<file path="config.mk">
export PLATFORM = sky130hd
export DESIGN_NAME = clk_div_multi
export DESIGN_NICKNAME = d
export VERILOG_FILES = /design/src/rtl/clk_div_pkg.sv /design/src/rtl/clk_div_channel.sv /design/src/rtl/clk_div_multi.sv
export SDC_FILE = /design/constraint.sdc
export NUM_CORES = 1
export LEC_CHECK = 0
export ABC_AREA = 1
export CAP_MARGIN = 25
export CELL_PAD_IN_SITES_DETAIL_PLACEMENT = 1
export CELL_PAD_IN_SITES_GLOBAL_PLACEMENT = 1
export CORE_MARGIN = 1
export CORE_UTILIZATION = 38
export DETAILED_ROUTE_END_ITERATION = 16
export PLACE_DENSITY_LB_ADDON = 0.1
export SLEW_MARGIN = 10
export SYNTH_ARGS = -nofsm -noshare
export SYNTH_HDL_FRONTEND = slang
export SYNTH_HIERARCHICAL = 1
export SYNTH_SLANG_ARGS = --single-unit
</file>
<file path="constraint.sdc">
create_clock -name ref_clk -period 1.7 [get_ports ref_clk]
set_input_delay 0.255 -clock ref_clk [delete_from_list [all_inputs] [get_ports ref_clk]]
set_output_delay 0.255 -clock ref_clk [all_outputs]
set_load 0.02 [all_outputs]
</file>
<file path="src/rtl/clk_div_pkg.sv">
// Shared definitions for the multi-channel clock divider: channel state
// encoding, the minimum usable ratio and the ratio clamp.
package clk_div_pkg;

   // Smallest ratio that produces a real high and low phase.
   localparam logic [31:0] RATIO_MIN = 32'd2;

   // Per-channel divider state.
   typedef enum logic {
      IDLE = 1'b0,
      RUN  = 1'b1
   } ch_state_e;

   // Clamp a requested ratio: 0 and 1 behave as RATIO_MIN, anything else passes.
   // Works on a 32-bit container so any channel ratio width up to 32 fits.
   function automatic logic [31:0] eff_ratio(input logic [31:0] ratio);
      logic [31:0] r;
      if (ratio >= RATIO_MIN) begin
         r = ratio;
      end else begin
         r = RATIO_MIN;
      end
      return r;
   endfunction

endpackage

</file>
<file path="src/rtl/clk_div_channel.sv">
// One divider channel: IDLE/RUN FSM, period counter and shadow ratio.
// The ratio is captured only when a period starts, so a period always
// completes with the ratio it began with. RATIO_W must not exceed 32.
module clk_div_channel
   import clk_div_pkg::*;
#(
   parameter int RATIO_W = 8
) (
   input  logic               clk_i,
   input  logic               rst_i,
   input  logic               enable_i,
   input  logic [RATIO_W-1:0] ratio_i,
   output logic               divided_clk_o,
   output logic               div_tick_o,
   output logic               ch_active_o
);

   ch_state_e          state_q,  state_d;
   logic [RATIO_W-1:0] cnt_q,    cnt_d;
   logic [RATIO_W-1:0] shadow_q, shadow_d;
   logic               clk_q,    clk_d;
   logic               tick_q,   tick_d;
   logic               active_q, active_d;

   logic [RATIO_W-1:0] eff_s;
   logic [RATIO_W-1:0] half_s;
   logic [RATIO_W-1:0] cnt_inc_s;
   logic               last_s;

   // Clamped ratio, high-phase length and end-of-period detect.
   always_comb begin
      eff_s     = RATIO_W'(eff_ratio(32'(ratio_i)));
      half_s    = shadow_q >> 1;
      cnt_inc_s = cnt_q + RATIO_W'(1);
      last_s    = (cnt_q == (shadow_q - RATIO_W'(1)));
   end

   // Next-state and next-output logic for the channel FSM.
   always_comb begin
      state_d  = state_q;
      cnt_d    = cnt_q;
      shadow_d = shadow_q;
      clk_d    = clk_q;
      tick_d   = 1'b0;
      active_d = active_q;
      case (state_q)
         IDLE: begin
            if (enable_i) begin
               state_d  = RUN;
               shadow_d = eff_s;
               cnt_d    = {RATIO_W{1'b0}};
               clk_d    = 1'b1;
               tick_d   = 1'b1;
               active_d = 1'b1;
            end else begin
               cnt_d    = {RATIO_W{1'b0}};
               clk_d    = 1'b0;
               active_d = 1'b0;
            end
         end
         RUN: begin
            if (last_s) begin
               if (enable_i) begin
                  // Start the next period with a freshly sampled ratio.
                  cnt_d    = {RATIO_W{1'b0}};
                  shadow_d = eff_s;
                  clk_d    = 1'b1;
                  tick_d   = 1'b1;
               end else begin
                  // Park low; the output is already low in the last cycle.
                  state_d  = IDLE;
                  cnt_d    = {RATIO_W{1'b0}};
                  clk_d    = 1'b0;
                  active_d = 1'b0;
               end
            end else begin
               cnt_d = cnt_inc_s;
               clk_d = (cnt_inc_s < half_s);
            end
         end
         default: begin
            state_d  = IDLE;
            cnt_d    = {RATIO_W{1'b0}};
            shadow_d = {RATIO_W{1'b0}};
            clk_d    = 1'b0;
            active_d = 1'b0;
         end
      endcase
   end

   // State, counter and registered outputs; reset clears everything at once.
   always_ff @(posedge clk_i or posedge rst_i) begin
      if (rst_i) begin
         state_q  <= IDLE;
         cnt_q    <= {RATIO_W{1'b0}};
         shadow_q <= {RATIO_W{1'b0}};
         clk_q    <= 1'b0;
         tick_q   <= 1'b0;
         active_q <= 1'b0;
      end else begin
         state_q  <= state_d;
         cnt_q    <= cnt_d;
         shadow_q <= shadow_d;
         clk_q    <= clk_d;
         tick_q   <= tick_d;
         active_q <= active_d;
      end
   end

   assign divided_clk_o = clk_q;
   assign div_tick_o    = tick_q;
   assign ch_active_o   = active_q;

endmodule

</file>
<file path="src/rtl/clk_div_multi.sv">
// Multi-channel integer clock divider: NUM_CH independent channels driven
// from one reference clock, each with its own run request and ratio.
module clk_div_multi
   import clk_div_pkg::*;
#(
   parameter int NUM_CH  = 4,
   parameter int RATIO_W = 8
) (
   input  logic                      ref_clk,
   input  logic                      reset,
   input  logic [NUM_CH-1:0]         enable,
   input  logic [NUM_CH*RATIO_W-1:0] division_ratio,
   output logic [NUM_CH-1:0]         divided_clk,
   output logic [NUM_CH-1:0]         div_tick,
   output logic [NUM_CH-1:0]         ch_active
);

   for (genvar g = 0; g < NUM_CH; g++) begin : gen_ch
      clk_div_channel #(
         .RATIO_W (RATIO_W)
      ) u_ch (
         .clk_i         (ref_clk),
         .rst_i         (reset),
         .enable_i      (enable[g]),
         .ratio_i       (division_ratio[g*RATIO_W +: RATIO_W]),
         .divided_clk_o (divided_clk[g]),
         .div_tick_o    (div_tick[g]),
         .ch_active_o   (ch_active[g])
      );
   end

endmodule
</file>
# Word level (Yosys, flattened, before mapping)
# Index checks and enable logic that the tools add are counted.
# word_totals
ff_bits,80
latchBits,0
mem_bits_rw,0
mem_bits_ro,0
in_bits,38
output_inout_bits,12
wordCells,124
n_memories,0
# op_classes
add_sub_neg,8
n_mul,0
div_mod_pow,0
magnitude_cmp,8
n_eq_ne,12
shift,0
muxes,64
n_bitwise,4
reduce_logical,4
# op_table
operator,n
2-to-1 mux 8 bit,16
case mux 8 bit (2 select lines),8
"adder 8 x 1 -> 8 bit, second input constant",4
== test 8 bit,4
"greater-or-equal comparator 8 x 2 -> 1 bit, second input constant",4
< comparator 8 x 7 -> 1 bit,4
case mux 1 bit (2 select lines),16
"subtractor 8 x 1 -> 8 bit, second input constant",4
2-to-1 mux 1 bit,24
"!= test 2 bit, second input constant",8
AND reduction 2 bit,4
NOT 1 bit,4

# Logic depth before layout (Yosys ltp)
# depth
depth_word,5
depth_mapped,14

# Hierarchy
# Netlist, hierarchy kept.
# by_module_without_submodules
module,n_inst,cells_each,area_per_inst_um2,seq_area_each_um2
clk_div_channel,4,193,1362.6,500.5

# Worst setup path before layout
# No wires, ideal clock.
# synth_timing
kind,reg-to-reg
start,register gen_ch[0].u_ch.cnt_q[0]
end,register gen_ch[0].u_ch.clk_q
t_arrival_ps,1643
t_required_ps,1634
path_slack_ps,-9
path_stages_with_launch,13
n_path_buf,0
period_less_slack_ps,1709
path_cell_list,dfrtp_1 ha_1 nand3_1 xor2_1 inv_1 ha_1 nand2_1 inv_1 nand2_1 nand2_1 o21ai_0 nand4_1 nand2_1
# synth_between
elab_chain_cells,4
elab_cells_between_ends,5
cone_classes,add/sub: 1; order compare: 1; eq/ne: 1; mux: 2
# synth_rtl
element,line,source
start: declaration,clk_div_channel.sv:19,"logic [RATIO_W-1:0] cnt_q, cnt_d;"
start signal: assignment,clk_div_channel.sv:95,cnt_q <= {RATIO_W{1'b0}};
start signal: assignment,clk_div_channel.sv:102,cnt_q <= cnt_d;
adder 8 x 1 -> 8 bit,clk_div_channel.sv:34,cnt_inc_s = cnt_q + RATIO_W'(1);
< comparator 8 x 7 -> 1 bit,clk_div_channel.sv:78,clk_d = (cnt_inc_s < half_s);
2-to-1 mux 1 bit (*),clk_div_channel.sv:62,if (last_s) begin
case mux 1 bit (2 select lines) (*),clk_div_channel.sv:46,case (state_q)
net gen_ch[0].u_ch.clk_d,clk_div_channel.sv:21,"logic clk_q, clk_d;"
end signal: assignment,clk_div_channel.sv:104,clk_q <= clk_d;
end: declaration,clk_div_channel.sv:21,
# The timed path passes the listed nets; every way through them passes the cells marked *.
# A chain may end at the register's enable or synchronous reset.

# Worst setup path in the final report
# layout_timing
start,register gen_ch[2].u_ch.shadow_q[0]
end,register gen_ch[2].u_ch.shadow_q[4]
# layout_between
elab_chain_cells,3
# layout_rtl
element,line,source
start: declaration,clk_div_channel.sv:20,"logic [RATIO_W-1:0] shadow_q, shadow_d;"
start signal: assignment,clk_div_channel.sv:96,shadow_q <= {RATIO_W{1'b0}};
start signal: assignment,clk_div_channel.sv:103,shadow_q <= shadow_d;
subtractor 8 x 1 -> 8 bit,clk_div_channel.sv:35,last_s = (cnt_q == (shadow_q - RATIO_W'(1)));
== test 8 bit,clk_div_channel.sv:35,
!= test 2 bit (no source line),-,
# Every way passes these cells.

==> out/results.ini <==
[sta]
rsz0062_at_grt = yes
finalClockSkew_ns = 0.00664
finalHoldViolations = 0
slew-limit-headroom_pct = 35.3
fin_tns_setup_ns = -12.45
min_period_ns = 1.99
setup_slack_ns = -0.288
fin_crit_sh_pct = 117
worstMarginPinSlew_ns = 0.967
max_freq_mhz = 503
setup_viol = 79
maxSlewViolCount = 0

[clocking]
htree_levels = 3
cts_tree = done
clk_path_buf_depth = 2
clkTransAtPathRegs_ns = 0.06
insertion_delay_ns = 0.34
cts.sinks = 80
root_buffer = clkbuf_16
cts_buffers = 9
ctsHoldBuffers = 0

[cells_and_area]
n_antenna_cell = 0
drive_above_1_share_pct = 38.7
nets = 1002
syn2layout_area_growth_pct = 54.1

[outcome]
status = complete, but fails checks
violations = negative setup slack

[die]
initial_core_util_pct = 39.1
die_area_um2 = 14800
die-height_um = 122
io_pins = 50
core.rowCount = 43
core_um2 = 13900
die_x_um = 122

[synthesis]
syn_area_um2 = 5450
synth_top_family_by_area = simple AND/OR/NAND/NOR gates
synth_seq_area_share_pct = 36.7
syn_nets = 842
synth-main-ff-cell = dfrtp_1
synthArstFlopShare_pct = 100
synthSimpleGateAreaFrac_pct = 37.2
ys_ff_latch = 80
syn_area_per_cell_um2 = 7.06
synthCells = 772
synth_edf_count = 0
yosys_warnings = 6
synthXorXnorAreaFrac_pct = 4.50
synth_fa_ha_area_share_pct = 7.35
yosysUniqueCellTypes = 22
synth_mux_area_share_pct = 0
synth_compound_area_share_pct = 3.58

[grt]
grt_pass1_wl_mm = 27.1
grtUsageTotal_pct = 23.3
grt_max_degree = 21
antenna_found_initial = 0
gr-total-overflow = 0
grt_pass1_vias = 5762

[detailed_routing]
route.final.wire_length_mm = 17.9
vias = 5540
vias_per_cell = 4.96
wl_per_cell_um = 16.0
first_iter_violations = 242
dr.pass1.iters = 4
antenna_left = 0
drc_errors = 0

[power]
ir_worst_vdd_uv = 429
p_leak_uw = 0.00418
internal_power_uw = 3130
p_switching_uw = 896
pwr-share-clk_pct = 47.6
powerDensity_nw_per_um2 = 479
power_frac_seq_pct = 47.3
p_sw_share_pct = 22.3
power.total_uw = 4020
combPwrFrac_pct = 5.1

[place]
hpwlAfterDp_mm = 11.6
port-buffer-count = 49
dp_slack_ns = -0.376
place_congestion = 0.831

[hold_path]
hp-class = input port to asynchronous set/reset pin

[setup_path]
crit_fanout = 6
path_class = flip-flop to flip-flop
rr_startpoint = gen_ch[2].u_ch/shadow_q[0]
start_kind = flip-flop
arrival_ns = 2.21
crit_required_ns = 1.92
r2r_slack_ns = -0.29
reg2reg_to = gen_ch[2].u_ch/shadow_q[4]
end_kind = flip-flop
r2r.worst_path.cells = 13

[job]
maxCapViolCount = 0

routing by layer:
metal | vias up | global-route usage (%) | routed length [um]
met1 | 2718 | 29.0 | 7770
li1 | 2710 | - | -
met2 | 77 | 40.9 | 9330
met5 | - | 0 | 0
met3 | 35 | 2.72 | 324
met4 | 0 | 9.41 | 425
sequential cells by signal, indices dropped and copies added, names as in the netlist:
| name | cells |
|---|---|
| gen_ch.u_ch/cnt_q | 32 |
| gen_ch.u_ch/shadow_q | 32 |
| gen_ch.u_ch/ch_active_o | 4 |
| gen_ch.u_ch/div_tick_o | 4 |
| gen_ch.u_ch/divided_clk_o | 4 |
| gen_ch.u_ch/state_q | 4 |
cell usage after synthesis (8+ instances only):
library cell | instances | area, um^2
inv_2 | 8 | 30.0
xor2_1 | 28 | 245
nand2_1 | 252 | 946
nand2_4 | 8 | 90.1
nand3_1 | 84 | 420
inv_1 | 120 | 450
dfrtp_1 | 80 | 2000
o21ai_0 | 8 | 40.0
nor2_1 | 84 | 315
nand4_1 | 12 | 75.1
a21oi_1 | 12 | 60.1
buf_2 | 8 | 40.0
ha_1 | 32 | 400
how the worst max path moves through the flow:
stage                                              end  depth (start not counted)                        from  slack (ns)
after floorplan           gen_ch[0].u_ch/divided_clk_o                         12     gen_ch[0].u_ch/cnt_q[0]        0.03
after global placement    gen_ch[2].u_ch/divided_clk_o                         11     gen_ch[2].u_ch/cnt_q[0]       -0.34
after detailed placement  gen_ch[2].u_ch/divided_clk_o                         11     gen_ch[2].u_ch/cnt_q[0]       -0.38
after CTS                 gen_ch[2].u_ch/divided_clk_o                         11     gen_ch[2].u_ch/cnt_q[1]       -0.18
after global routing        gen_ch[2].u_ch/shadow_q[4]                         13  gen_ch[2].u_ch/shadow_q[0]       -0.35
final                       gen_ch[2].u_ch/shadow_q[4]                         13  gen_ch[2].u_ch/shadow_q[0]       -0.29
logic make-up after synthesis:
kind of cell,Yosys count
AND/OR/NAND/NOR,464
XOR/XNOR,28
AO/OA/AOI/OAI,28
flip-flops,80
adder cells (fa/ha/maj),32
buffers and inverters,140
power by group through the flow:
stage	clock network, uW	registers, uW	logic [uW]
6_report	1910	1900	206
3_5_place_dp	0	1940	184
3_3_place_gp	0	1940	178
4_1_cts	1970	1900	196
2_1_floorplan	0	1940	63.7
5_1_grt	2030	1900	224
final cells by class:
class	count	area (um^2)
timing repair buffer	156	1430
fill	1639	5540
multi-input combinational	557	3950
clock buffer	12	236
sequential	80	2020
tap	180	225
clock inverter	4	45.0
inverter	128	483
cells in the final DEF, fill, tap and decap left out, types with 8 or more instances in the layout:
cell type | synthesis | routed
nor2_1 | 84 | 39
ha_1 | 32 | 18
nand4_1 | 12 | 12
clkdlybuf4s50_1 | 0 | 49
ha_4 | 0 | 13
a21oi_1 | 12 | 8
nor2_2 | 0 | 14
nor2_4 | 4 | 35
nand3_2 | 0 | 23
dfrtp_1 | 80 | 64
xor2_1 | 28 | 19
nand3_4 | 0 | 11
nand2_1 | 252 | 203
buf_4 | 0 | 88
nand2_8 | 0 | 10
buf_6 | 0 | 10
clkbuf_16 | 0 | 9
inv_1 | 120 | 95
xor2_2 | 0 | 9
inv_2 | 8 | 32
dfrtp_2 | 0 | 16
nand2_2 | 4 | 49
nand3_1 | 84 | 50
metrics by stage:
stage / std cells / utilization (%) / hold slack, ns / cell area, um^2
2_1_floorplan: 772 / - / 0.219 / 5460
3_3_place_gp: 1063 / 47.8 / 0.515 / 6660
3_5_place_dp: 1063 / 47.8 / 0.529 / 6660
4_1_cts: 1106 / 55.3 / 0.400 / 7710
5_1_grt: 1117 / 60.3 / 0.435 / 8400
6_report: 1117 / 60.3 / 0.401 / 8400
critical path: stages (launching register included):
cell and delay [ns]:
dfrtp_1 0.39, inv_2 0.09, ha_4 0.16, inv_2 0.05, nor2_4 0.13, nand4_1 0.14
nand3_1 0.14, nand2_1 0.09, nor2_1 0.15, nand2_2 0.15, nand2_8 0.14, nand2_4 0.10
nand2_2 0.09, nand2_1 0.05
timing repair:
| item | 4_1_cts | 5_1_grt |
|---|---|---|
| cloned | 3 | 2 |
| buffers inserted | 27 | 9 |
| resized for setup | 156 | 137 |
| setup endpoints to repair | 80 | 80 |
| pin swaps | 69 | 50 |
| endpoints found under the hold margin | 0 | 0 |
Note: power is estimated with default switching activity, not from simulation.
